**config.mk**
```make
export PLATFORM = sky130hd
export DESIGN_NAME = branch_resolve_ctrl
export DESIGN_NICKNAME = d
export VERILOG_FILES = /design/src/rtl/branch_resolve_ctrl.sv
export SDC_FILE = /design/constraint.sdc
export NUM_CORES = 1
export LEC_CHECK = 0
export BUFFER_PORTS_ARGS = -buffer_cell sky130_fd_sc_hd__buf_2
export CORE_ASPECT_RATIO = 1.25
export CORE_MARGIN = 2
export CORE_UTILIZATION = 58
export DETAILED_ROUTE_END_ITERATION = 16
export PLACE_DENSITY_LB_ADDON = 0.08
export SLEW_MARGIN = 5
export SYNTH_ARGS = -nofsm -noshare
export SYNTH_HDL_FRONTEND = slang
export SYNTH_SLANG_ARGS = --single-unit
```
**constraint.sdc**
```tcl
create_clock -name CLK -period 20.9 [get_ports CLK]
set_clock_uncertainty 0.2 [all_clocks]
set_input_delay 3.135 -clock CLK [delete_from_list [all_inputs] [get_ports CLK]]
set_output_delay 3.135 -clock CLK [all_outputs]
set_load 0.01 [all_outputs]
```
**src/rtl/branch_resolve_ctrl.sv**
```systemverilog
// branch_resolve_ctrl: EX-stage branch resolution, redirect FSM, 2-entry predictor update FIFO, counters
module branch_resolve_ctrl (
  input  logic        CLK,
  input  logic        RST,
  input  logic        ex_br,
  input  logic        ex_stall,
  input  logic [31:0] ex_brPC,
  input  logic        ex_pred_taken,
  input  logic [31:0] ex_pred_target,
  input  logic        ex_act_taken,
  input  logic [31:0] ex_act_target,
  input  logic        if_ready,
  input  logic        upd_ready,
  output logic        flush,
  output logic        redirect,
  output logic [31:0] redirect_PC,
  output logic        ex_hold,
  output logic        upd_valid,
  output logic [31:0] upd_PC,
  output logic [31:0] upd_target,
  output logic        upd_taken,
  output logic [15:0] br_count,
  output logic [15:0] mp_count
);
  typedef enum logic {IDLE, REDIRECT} state_t;
  state_t state, state_n;
  logic [31:0] pc_q [2];
  logic [31:0] tgt_q [2];
  logic [1:0]  tk_q;
  logic        wr_ptr, rd_ptr;
  logic [1:0]  cnt;
  logic        idle, full, accept, mispredict, pop;
  logic [31:0] correct_pc;

  // acceptance, mispredict detection, FIFO head and FSM next state
  always_comb begin
    idle       = state == IDLE;
    full       = cnt == 2'd2;
    ex_hold    = ex_br & ~ex_stall & full & idle;
    accept     = ex_br & ~ex_stall & ~full & idle;
    mispredict = (ex_pred_taken != ex_act_taken) | (ex_act_taken & (ex_pred_target != ex_act_target));
    correct_pc = ex_act_taken ? ex_act_target : ex_brPC + 32'd4;
    upd_valid  = cnt != 2'd0;
    pop        = upd_valid & upd_ready;
    upd_PC     = pc_q[rd_ptr];
    upd_target = tgt_q[rd_ptr];
    upd_taken  = tk_q[rd_ptr];
    flush      = ~idle;
    redirect   = ~idle;
    state_n    = idle ? ((accept & mispredict) ? REDIRECT : IDLE) : (if_ready ? IDLE : REDIRECT);
  end

  // redirect FSM state and captured correct PC
  always_ff @(posedge CLK or posedge RST) begin
    if (RST) begin
      state       <= IDLE;
      redirect_PC <= '0;
    end else begin
      state <= state_n;
      if (accept & mispredict) redirect_PC <= correct_pc;
    end
  end

  // update FIFO: push accepted branches, pop on handshake
  always_ff @(posedge CLK or posedge RST) begin
    if (RST) begin
      pc_q[0]  <= '0;
      pc_q[1]  <= '0;
      tgt_q[0] <= '0;
      tgt_q[1] <= '0;
      tk_q     <= '0;
      wr_ptr   <= 1'b0;
      rd_ptr   <= 1'b0;
      cnt      <= '0;
    end else begin
      if (accept) begin
        pc_q[wr_ptr]  <= ex_brPC;
        tgt_q[wr_ptr] <= ex_act_target;
        tk_q[wr_ptr]  <= ex_act_taken;
        wr_ptr        <= ~wr_ptr;
      end
      if (pop) rd_ptr <= ~rd_ptr;
      cnt <= cnt + 2'(accept) - 2'(pop);
    end
  end

  // saturating branch and mispredict counters
  always_ff @(posedge CLK or posedge RST) begin
    if (RST) begin
      br_count <= '0;
      mp_count <= '0;
    end else begin
      if (accept && br_count != 16'hFFFF) br_count <= br_count + 16'd1;
      if (accept && mispredict && mp_count != 16'hFFFF) mp_count <= mp_count + 16'd1;
    end
  end
endmodule

```
Word level (Yosys, flattened, before mapping)

Index checks and enable logic that the tools add are counted.

Bits in registers: 199
Input bits: 104
Output and inout port bits: 133
Word-level logic and storage cells: 69

Add/subtract/negate cells: 5
Magnitude comparators: 6
Equal/unequal tests: 5
Multiplexer cells: 19
Bitwise logic cells: 16
Reduce and logical (&&, ||, !) cells: 6

Operator list:

| cell                                                      | number |
|---|---|
| 2-to-1 mux 32 bit                                         | 8 |
| bitwise mux 64 bit                                        | 2 |
| adder 16 x 1 -> 16 bit (second input constant)            | 2 |
| adder 32 x 3 -> 32 bit (second input constant)            | 1 |
| demux 32 bit (select 1 bit)                               | 1 |
| inequality test 16 bit (second input constant)            | 2 |
| inequality test 32 bit                                    | 1 |
| bitwise AND 1 bit                                         | 8 |
| 2-to-1 mux 1 bit                                          | 6 |
| logical AND 1 bit                                         | 5 |
| NOT 1 bit                                                 | 5 |
| greater-or-equal comparator 2 bit (second input constant) | 2 |
| < comparator 1 x 2 -> 1 bit (second input constant)       | 2 |
| NOT 1 -> 2 bit                                            | 2 |
| adder 2 x 1 -> 2 bit                                      | 1 |
| bitwise mux 2 bit                                         | 1 |
| == test 2 bit (second input constant)                     | 1 |
| < comparator 2 x 1 -> 1 bit (second input constant)       | 1 |
| nonzero test 2 bit                                        | 1 |
| subtractor 2 x 1 -> 2 bit                                 | 1 |
| demux 1 bit (select 1 bit)                                | 1 |
| greater-or-equal comparator 1 bit (second input constant) | 1 |
| inequality test 1 bit                                     | 1 |
| OR 1 bit                                                  | 1 |

Logic depth before layout (Yosys ltp)

Gate-level depths: netlist of the first run.

Word-level depth: 7
Mapped depth: 8

Worst setup path after synthesis of the first run

No wires, ideal clock.

Path type: input-to-output
Start: input ex_stall
End: output ex_hold
Arrival: 3838 ps
Data required time: 17565 ps
Path slack: 13727 ps
Cell stages on the path: 2
Path buffers: 0
Path through: or3b_1 -> nor3b_1

Word-level cells in the longest chain between the ends: 4

RTL lines:

| item                            | line | source |
|---|---|---|
| from (decl)                     | 6    | `input logic ex_stall,` |
| NOT 1 bit                       | 39   | `ex_hold = ex_br & ~ex_stall & full & idle;` |
| bitwise AND 1 bit (3 in series) | 39   |  |
| to (decl)                       | 17   | `output logic ex_hold,` |

Every way passes these cells.

Final worst setup path of the first run

Ends and elaborated chain as after synthesis.

==> impl_metrics.yaml, run 1 <==
run_status:
  status: "completed"
critical_path:
  reg2reg_to: "redirect_PC[28]$_DFFE_PP0P_"
  critPathMaxFanout: 2
  critical_path_class: "in2out"
  crit_path_end_kind: "primary output"
  rr_startpoint: "flush$_DFF_PP0_"
  worstRegToRegCells: 6
  required_ps: 17570
  crit_path_start_kind: "input port"
  r2r_setup_slack_ps: 17960
  arrival_ps: 3940
synthesis:
  synth.top_cell.area_share_pct: 50.7
  netlist_area_mm2: 0.00982
  synthDistinctLibCells: 38
  synth-seq-area-share_pct: 50.7
  synth_edf_count: 0
  yosysWarnings: 0
  synth_fp_nets: 891
  ys_seq_elements: 199
  synth_flop_cell: "dfrtp_1"
  netlist_top_cells_area: "dfrtp_1 51%, mux2_2 23%, xor2_1 5.4%"
  async_flop_share_pct: 100
  yosys.area.top_type: "dfrtp_1"
  syn_area_per_cell_um2: 12.6
  syn_inst: 782
sta:
  finalCritPeriodShare_pct: 34.8
  hold_ws_ps: 282
  timing.final.ws_setup_ps: 13620
  rsz0062_at_grt: "no"
  slew_violations: 0
  clock.fmax_mhz: 137
  period_needed_ps: 7280
  fin_setup_tns_ps: 0
  relSlewSlack_pct: 33.0
  tightest_slew_ps: 1010
  hold_viol_final: 0
  setup_viol: 0
global_routing:
  gr-total-overflow: 0
  grt_max_degree: 133
  grt_pass1_wl_um: 36500
  gr-usage-all-layers_pct: 26.3
  antenna_found_initial: 1
  first_global_vias: 6884
clock_network:
  htree_levels: 4
  hold_buffers: 0
  clockBufferDepth: 2
  clkLatencyLatePin_ps: 430
  cts_resized: 0
  clockRootBuffer: "clkbuf_16"
  tritoncts: "built"
  post_cts_buffers: 0
  cts_made_buffers: 17
  clk_pin_slew_ps: 70
  cts_sinks: 199
placed_design:
  gp_congestion: 0.794
  dpl_worst_slack_ps: 13630
  numPlacedInstances: 1204
  io_buffers: 236
  hpwl_um: 16100
layout:
  drive_gt1_share_pct: 49.9
  syn2layout_area_growth_pct: 19.6
  final_cells: 1236
  nets: 1112
  antennaDiodeCount: 0
pwr:
  power_mw: 1.62
  leakagePower_nw: 5.52
  ir_drop_mv: 0.0693
  powerDensity_mw_per_mm2: 138
worst_hold_path:
  hold_path_class: "reg2reg"
  min_from: "pc_q[23]$_DFFE_PP0P_"
  whs_endpoint: "pc_q[23]$_DFFE_PP0P_"
  holdPathStages: 2
floorplanning:
  core_mm2: 0.0167
  die_w_um: 120
  rows: 53
  initial_core_util_pct: 58.8
  die_area_mm2: 0.0180
  chipHeight_um: 149
  io_pins: 237
detailed_routing:
  drt_iter0_drc: 265
  routed_via_density: 5.51
  drt.antenna.violating_nets: 0
  wl_per_cell_um: 18.7
  drtPass1Iterations: 4
  vias: 6808
  remaining_drc_errors: 0
  finalWirelength_um: 23100
job:
  max_cap_violations: 0
==> logic make-up after synthesis <==
family	Yosys count	share of synthesized area, %
buffers and inverters	47	2.15
adders and majority gates	5	0.637
DFF	199	50.7
and+or+nand+nor	163	8.70
AOI/OAI and AO/OA	48	2.78
xor gates and xnor gates	93	8.29
muxes	227	26.7
==> worst max path at each step <==
stage	from	to	slack [ps]	cells past startpoint
6_report	ex_stall	ex_hold	13620	4
5_1_grt	ex_stall	ex_hold	13570	4
4_1_cts	ex_stall	ex_hold	13620	4
3_5_place_dp	ex_stall	ex_hold	13630	4
3_3_place_gp	ex_stall	ex_hold	13620	4
2_1_floorplan	RST	br_count[0]$_DFFE_PP0P_	12140	1
==> critical path: stages <==
cell and delay, ps:
buf_2 90, or3b_1 380, nor3b_1 180, buf_2 160
==> state kept, by name (all words and copies together) (netlist names) <==
register / flops
mp_count: 16
redirect_PC: 32
wr_ptr: 1
br_count: 16
tgt_q: 64
cnt: 2
tk_q: 2
pc_q: 64
rd_ptr: 1
flush: 1
==> cells in the final DEF, fill, tap and decap left out, drive strengths merged <==
| master | Yosys | layout |
|---|---|---|
| mux2 | 222 | 222 |
| or2 | 1 | 1 |
| inv | 8 | 14 |
| or3b | 1 | 1 |
| mux2i | 5 | 5 |
| o31ai | 9 | 9 |
| a31oi | 1 | 1 |
| clkinv | 0 | 3 |
| and4bb | 1 | 1 |
| and3 | 9 | 9 |
| buf | 21 | 241 |
| bufinv | 0 | 1 |
| xor2 | 60 | 60 |
| xnor2 | 33 | 33 |
| nand4 | 13 | 13 |
| o21ai | 32 | 32 |
| or4 | 1 | 1 |
| nand2 | 49 | 49 |
| nor4 | 12 | 12 |
| nand3 | 20 | 20 |
| nor3b | 2 | 2 |
| and2 | 4 | 4 |
| a211oi | 1 | 1 |
| nor2 | 20 | 20 |
| nor2b | 2 | 2 |
| nor3 | 20 | 20 |
| ha | 5 | 5 |
| clkbuf | 18 | 19 |
| dfrtp | 199 | 199 |
| clkinvlp | 0 | 3 |
| and4 | 8 | 8 |
| a21oi | 4 | 4 |
| o22ai | 1 | 1 |
==> final cells by class <==
cell class	count	area, µm²
sequential	199	4980
fill	1311	4970
multi-input combinational	536	4650
timing repair buffer	241	1220
clock buffer	19	443
tap	220	275
clock inverter	13	136
inverter	8	37.5
==> power breakdown <==
| part | switching [mW] | leakage (nW) | internal, mW | total (mW) |
|---|---|---|---|---|
| Clock | 0.152 | 0.275 | 0.171 | 0.323 |
| Combinational | 0.270 | 2.82 | 0.354 | 0.624 |
| Sequential | 0.119 | 2.43 | 0.557 | 0.677 |
==> per-layer routing <==
metal | wire length [µm] | vias up | track usage, %
met5 | 11 | - | 0
met4 | 547 | 2 | 9.19
met3 | 1190 | 30 | 6.29
met2 | 11500 | 178 | 43.6
met1 | 9840 | 3387 | 34.0
li1 | - | 3211 | -
==> cells in the mapped netlist (2+ instances only) <==
cell	n
nor2_2	3
mux2_2	202
nand3_1	20
and2_1	4
dfrtp_1	199
nor2_1	17
xnor2_1	33
nor3b_1	2
buf_1	5
buf_6	2
and4_1	8
inv_1	7
mux2i_1	5
nor3_1	19
nor2b_1	2
buf_2	13
nand4_1	12
o21ai_0	32
a21oi_1	4
nor4_1	12
ha_1	5
xor2_1	60
mux2_4	20
nand2_1	49
o31ai_1	9
and3_1	9
clkbuf_1	18
==> through the flow <==
stage,utilization (%),area (µm²)
global route,70.3,11700
finish,70.3,11700
detailed placement,66.8,11200
floorplan,-,9820
global placement,66.8,11200
CTS,70.3,11700
(Power assumes the default switching activity.)
==> run 2: changes to the inputs <==
- CORE_UTILIZATION: 58 -> 54
- clock period: 20.9 -> 7.2 ns (I/O delays scaled with it)
==> impl_metrics.yaml, run 2 (same netlist as run 1, synthesis figures left out) <==
detailed_routing:
  vias: 6771
  top_layer: "met5"
  finalWirelength_um: 23700
  met3_length_um: 1360
  drt.antenna.violating_nets: 0
  remaining_drc_errors: 0
  drt_iter0_drc: 330
  wl_per_cell_um: 19.0
  met1Wirelength_um: 10300
  wl_met2_um: 11300
  routed_via_density: 5.44
  drtPass1Iterations: 4
critical_path:
  worstRegToRegCells: 6
  rr_startpoint: "flush$_DFF_PP0_"
  critPathMaxFanout: 66
  critPathMaxStageDelay_ps: 1050
  arrival_ps: 2130
  crit_path_end_kind: "primary output"
  required_ps: 5920
  crit_end: "upd_PC[20]"
  crit_start: "rd_ptr$_DFFE_PP0P_"
  crit_path_start_kind: "register"
  r2r_setup_slack_ps: 4360
  cp_cell_sequence: "mux2_2 -> buf_2"
  worst_path_max_delay_cell: "dfrtp_4"
  critical_path_class: "reg2out"
  reg2reg_to: "pc_q[37]$_DFFE_PP0P_"
global_routing:
  grt_max_degree: 145
  gr-usage-all-layers_pct: 24.9
  antenna_found_initial: 2
  gr-total-overflow: 0
  grt_pass1_wl_um: 37900
  first_global_vias: 7002
sta:
  finalCritPeriodShare_pct: 47.4
  rsz0062_at_grt: "no"
  hold_viol_final: 0
  fin_setup_tns_ps: 0
  tightest_slew_ps: 1020
  setup_viol: 0
  clock.fmax_mhz: 293
  relSlewSlack_pct: 32.0
  slew_violations: 0
  period_needed_ps: 3410
layout:
  fill_cells: 1491
  final_cells: 1245
  layout_commonest_cell: "buf_2"
  reg_top3: "pc_q (64), tgt_q (64), redirect_PC (32)"
  final_cell_mix: "236 x buf_2, 202 x mux2_2, 198 x dfrtp_1, 60 x xor2_1, 48 x nand2_1"
  nets: 1112
  syn2layout_area_growth_pct: 19.3
  drive_gt1_share_pct: 49.8
pwr:
  powerDensity_mw_per_mm2: 399
  p_int_mw: 3.10
  ir_drop_mv: 0.212
  p_seq_share_pct: 42.1
  comb_power_share_pct: 39.0
  pwr-share-clk_pct: 18.9
  switchingPower_mw: 1.57
  leakagePower_nw: 5.51
  p_sw_share_pct: 33.6
run_status:
  status: "completed"
clock_network:
  tritoncts: "built"
  clkLatencyLatePin_ps: 430
  hold_buffers: 0
  cts_resized: 0
  clk_pin_slew_ps: 70
  htree_levels: 4
  cts_sinks: 199
  clockRootBuffer: "clkbuf_16"
  post_cts_buffers: 0
  clockBufferDepth: 2
  cts_made_buffers: 17
floorplanning:
  die_w_um: 125
  rows: 55
  core_mm2: 0.0180
  die_area_mm2: 0.0193
  io_pins: 237
  chipHeight_um: 155
  initial_core_util_pct: 54.7
placed_design:
  gp_congestion: 0.800
  hpwl_um: 16800
  numPlacedInstances: 1212
  io_buffers: 236
worst_hold_path:
  hold_path_class: "reg2reg"
job:
  max_cap_violations: 0
run 2: changes by cell type in the layout (fill, tap and decap cells not counted):
cell | previous run | this run
bufinv_16 | 1 | 0
clkbuf_1 | 1 | 2
clkinv_2 | 0 | 2
clkinv_4 | 3 | 5
clkinvlp_4 | 3 | 2
diode_2 | 0 | 1
inv_6 | 4 | 3
inv_8 | 3 | 1
run 2: cell type report:
type | count | area [µm²] | share of cell area [%]
Antenna cell | 1 | 2.50 | 0.0214
Clock inverter | 12 | 95.1 | 0.811
Timing Repair Buffer | 241 | 1220 | 10.4
Tap cell | 228 | 285 | 2.43
Multi-Input combinational cell | 536 | 4650 | 39.7
Sequential cell | 199 | 4980 | 42.5
Inverter | 8 | 37.5 | 0.320
Clock buffer | 20 | 447 | 3.81
run 2: how the worst min path moves through the flow:
| stage | from | endpoint | slack (ps) | cells past startpoint |
|---|---|---|---|---|
| after global placement | pc_q[23]$_DFFE_PP0P_ | pc_q[23]$_DFFE_PP0P_ | 260 | 2 |
| after global routing | mp_count[8]$_DFFE_PP0P_ | mp_count[8]$_DFFE_PP0P_ | 310 | 1 |
| final | pc_q[14]$_DFFE_PP0P_ | pc_q[14]$_DFFE_PP0P_ | 290 | 2 |
| after CTS | pc_q[14]$_DFFE_PP0P_ | pc_q[14]$_DFFE_PP0P_ | 290 | 2 |
| after detailed placement | pc_q[14]$_DFFE_PP0P_ | pc_q[14]$_DFFE_PP0P_ | 270 | 2 |
| after floorplan | pc_q[14]$_DFFE_PP0P_ | pc_q[14]$_DFFE_PP0P_ | 240 | 2 |
run 2: layer usage:
metal	vias up	global-route usage (%)
li1	3210	-
met1	3325	32.0
met2	188	40.7
met3	46	5.91
met4	2	10.5
met5	-	0
run 2: power by group through the flow:
stage	Combinational, mW	Sequential (mW)	Clock (mW)
6_report	1.82	1.97	0.882
5_1_grt	1.97	2.04	0.947
4_1_cts	1.84	1.97	0.902
3_5_place_dp	1.84	1.99	0
3_3_place_gp	1.81	1.97	0
2_1_floorplan	1.23	1.89	0
run 2: per-stage QoR:
stage / area [µm²] / hold slack, ps / power [mW] / utilization, % / setup slack (ps)
after floorplan: 9820 / 244 / 3.11 / - / 494
after global placement: 11200 / 265 / 3.78 / 62.2 / 3360
after detailed placement: 11200 / 273 / 3.82 / 62.2 / 3330
after CTS: 11700 / 289 / 4.71 / 65.2 / 3770
after global routing: 11700 / 312 / 4.95 / 65.2 / 3710
final: 11700 / 288 / 4.67 / 65.2 / 3790
run 2: worst max-delay path: cells and delay by family, from the launching register on:
| kind | cells | cell delay [ps] |
|---|---|---|
| flops | 1 | 1050 |
| buf+inv | 1 | 140 |
| mux | 1 | 430 |
==> run 3: changes to the inputs <==
- ABC_AREA: default -> 1
- CORE_UTILIZATION: 54 -> 50
- clock period: 7.2 -> 2.9 ns (I/O delays scaled with it)
==> impl_metrics.yaml, run 3 <==
global_routing:
  antenna_found_initial: 3
  gr-usage-all-layers_pct: 29.0
  first_global_vias: 9666
  grt_pass1_wl_um: 50500
  gr-total-overflow: 0
  grt_max_degree: 117
layout:
  reg_top3: "pc_q (64), tgt_q (64), redirect_PC (32)"
  layout_commonest_cell: "nand2_1"
  drive_gt1_share_pct: 18.5
  final_cells: 1933
  final_cell_mix: "610 x nand2_1, 236 x buf_2, 198 x dfrtp_1, 135 x o21ai_0, 131 x inv_1"
  syn2layout_area_growth_pct: 18.9
  nets: 1753
  fin_area_mm2: 0.0125
synthesis:
  synthDistinctLibCells: 35
  yosysWarnings: 0
  ys_seq_elements: 199
  synth.top_cell.area_share_pct: 47.4
  async_flop_share_pct: 100
  yosysMostFrequentCell: "nand2_1"
  synth_commonest_cells: "611 x nand2_1, 199 x dfrtp_1, 135 x o21ai_0"
  synth_flop_cell: "dfrtp_1"
  netlist_top_cells_area: "dfrtp_1 47%, nand2_1 22%, o21ai_0 6.4%"
  netlist_area_mm2: 0.0105
  synth-seq-area-share_pct: 47.4
  syn_area_per_cell_um2: 7.30
  yosys.area.top_type: "dfrtp_1"
  synth_edf_count: 0
  synth_fp_nets: 1547
  syn_inst: 1438
floorplanning:
  chipHeight_um: 166
  initial_core_util_pct: 50.6
  rows: 59
  die_w_um: 134
  die_area_mm2: 0.0222
  core_mm2: 0.0207
  io_pins: 237
critical_path:
  crit_path_end_kind: "primary output"
  arrival_ps: 1850
  rr_startpoint: "br_count[0]$_DFFE_PP0P_"
  reg2reg_to: "br_count[10]$_DFFE_PP0P_"
  critPathMaxFanout: 37
  crit_path_start_kind: "register"
  critical_path_class: "reg2out"
  r2r_setup_slack_ps: 630
  worstRegToRegCells: 10
  required_ps: 2270
run_status:
  status: "completed"
clock_network:
  post_cts_buffers: 0
  cts_sinks: 199
  cts_made_buffers: 17
  clockRootBuffer: "clkbuf_16"
  clk_pin_slew_ps: 70
  htree_levels: 4
  cts_resized: 0
  tritoncts: "built"
  clockBufferDepth: 2
  clkLatencyLatePin_ps: 450
worst_hold_path:
  whs_endpoint: "pc_q[35]$_DFFE_PP0P_"
  min_from: "ex_brPC[3]"
  hold_path_class: "in2reg"
  holdPathStages: 3
pwr:
  leakagePower_nw: 6.92
  ir_drop_mv: 0.475
  powerDensity_mw_per_mm2: 900
detailed_routing:
  drt_iter0_drc: 699
  drtPass1Iterations: 5
  finalWirelength_um: 31600
  vias: 9921
  routed_via_density: 5.13
  wl_per_cell_um: 16.3
  remaining_drc_errors: 0
  drt.antenna.violating_nets: 0
sta:
  rsz0062_at_grt: "no"
  slew_violations: 0
  tightest_slew_ps: 714
  clock.fmax_mhz: 403
  relSlewSlack_pct: 52.4
  hold_viol_final: 0
  setup_viol: 0
  period_needed_ps: 2480
  finalCritPeriodShare_pct: 85.7
placed_design:
  io_buffers: 236
  gp_congestion: 0.947
  hpwl_um: 23400
  numPlacedInstances: 1897
  dpl_cell_area_mm2: 0.0119
job:
  max_cap_violations: 0
==> run 3: changes by cell type after synthesis, moves of 11 or more <==
cell      change
nand2_1     +562
xor2_1       -33
clkbuf_1     +15
nand3_1      +34
nand4_1      +15
mux2_2      -202
o21ai_1      +38
nor4_1       -11
o21ai_0     +103
inv_1       +126
nor2_1       +58
xnor2_1      -14
mux2_4       -20
==> run 3: area by class of cell <==
cell class / instances / area (µm²)
diodes: 2 / 5.00
clock buffers: 19 / 443
clock inverters: 13 / 138
fillers: 2015 / 8260
inverters: 136 / 514
multi-input cells: 1038 / 4720
flip-flops and latches: 199 / 4980
well taps: 274 / 343
repair buffers: 252 / 1340
==> run 3: critical path, cell delays in order (launching register included) <==
cell,delay (ps)
dfrtp_2,510
inv_2,90
buf_4,400
nand2_1,120
nand2_1,130
buf_2,150
==> run 3: worst max path at each step <==
| stage | from | endpoint | cells after the start |
|---|---|---|---|
| final | rd_ptr$_DFFE_PP0P_ | upd_target[17] | 5 |
| after global routing | rd_ptr$_DFFE_PP0P_ | upd_target[16] | 5 |
| after CTS | rd_ptr$_DFFE_PP0P_ | upd_target[16] | 5 |
| after detailed placement | ex_brPC[2] | redirect_PC[14]$_DFFE_PP0P_ | 12 |
| after global placement | ex_act_taken | redirect_PC[22]$_DFFE_PP0P_ | 8 |
| after floorplan | RST | br_count[0]$_DFFE_PP0P_ | 1 |
==> run 3: layer usage <==
layer / vias up / wire length [µm] / GRT usage [%]
li1: 4908 / - / -
met1: 4605 / 13400 / 37.9
met2: 352 / 15500 / 49.4
met3: 54 / 1620 / 3.91
met4: 2 / 946 / 10.6
met5: - / 13 / 0
==> run 3: metrics by stage <==
stage          utilization [%]  worst slack, ps  total power [mW]  setup TNS, ps  hold slack [ps]
2_1_floorplan                -             -309              7.13         -61560              253
3_3_place_gp              57.3              436              8.80              0              262
3_5_place_dp              57.3              502              8.90              0              262
4_1_cts                   60.2              417              11.3              0             96.0
5_1_grt                   60.2              300              12.1              0              111
6_report                  60.2              416              11.2              0              104
==> run 3: cell families after synthesis <==
kind of cell,synth area share [%]
XOR/XNOR,3.84
AND/OR/NAND/NOR,31.2
buffers and inverters,7.77
adder cells (fa/ha/maj),0.596
multiplexers,0.381
flip-flops,47.4
AO/OA/AOI/OAI,8.84
==> run 3: repair_timing <==
| item | 4_1_cts | 5_1_grt |
|---|---|---|
| hold buffers | 2 | 0 |
| hold endpoints to repair | 44 | 0 |
| setup endpoints to repair | 0 | 0 |
==> run 3: power breakdown <==
| group | internal [mW] | leakage (nW) | switching, mW |
|---|---|---|---|
| logic | 1.60 | 4.13 | 2.61 |
| registers | 3.92 | 2.51 | 0.718 |
| clock network | 1.24 | 0.276 | 1.14 |
| total | 6.76 | 6.92 | 4.47 |
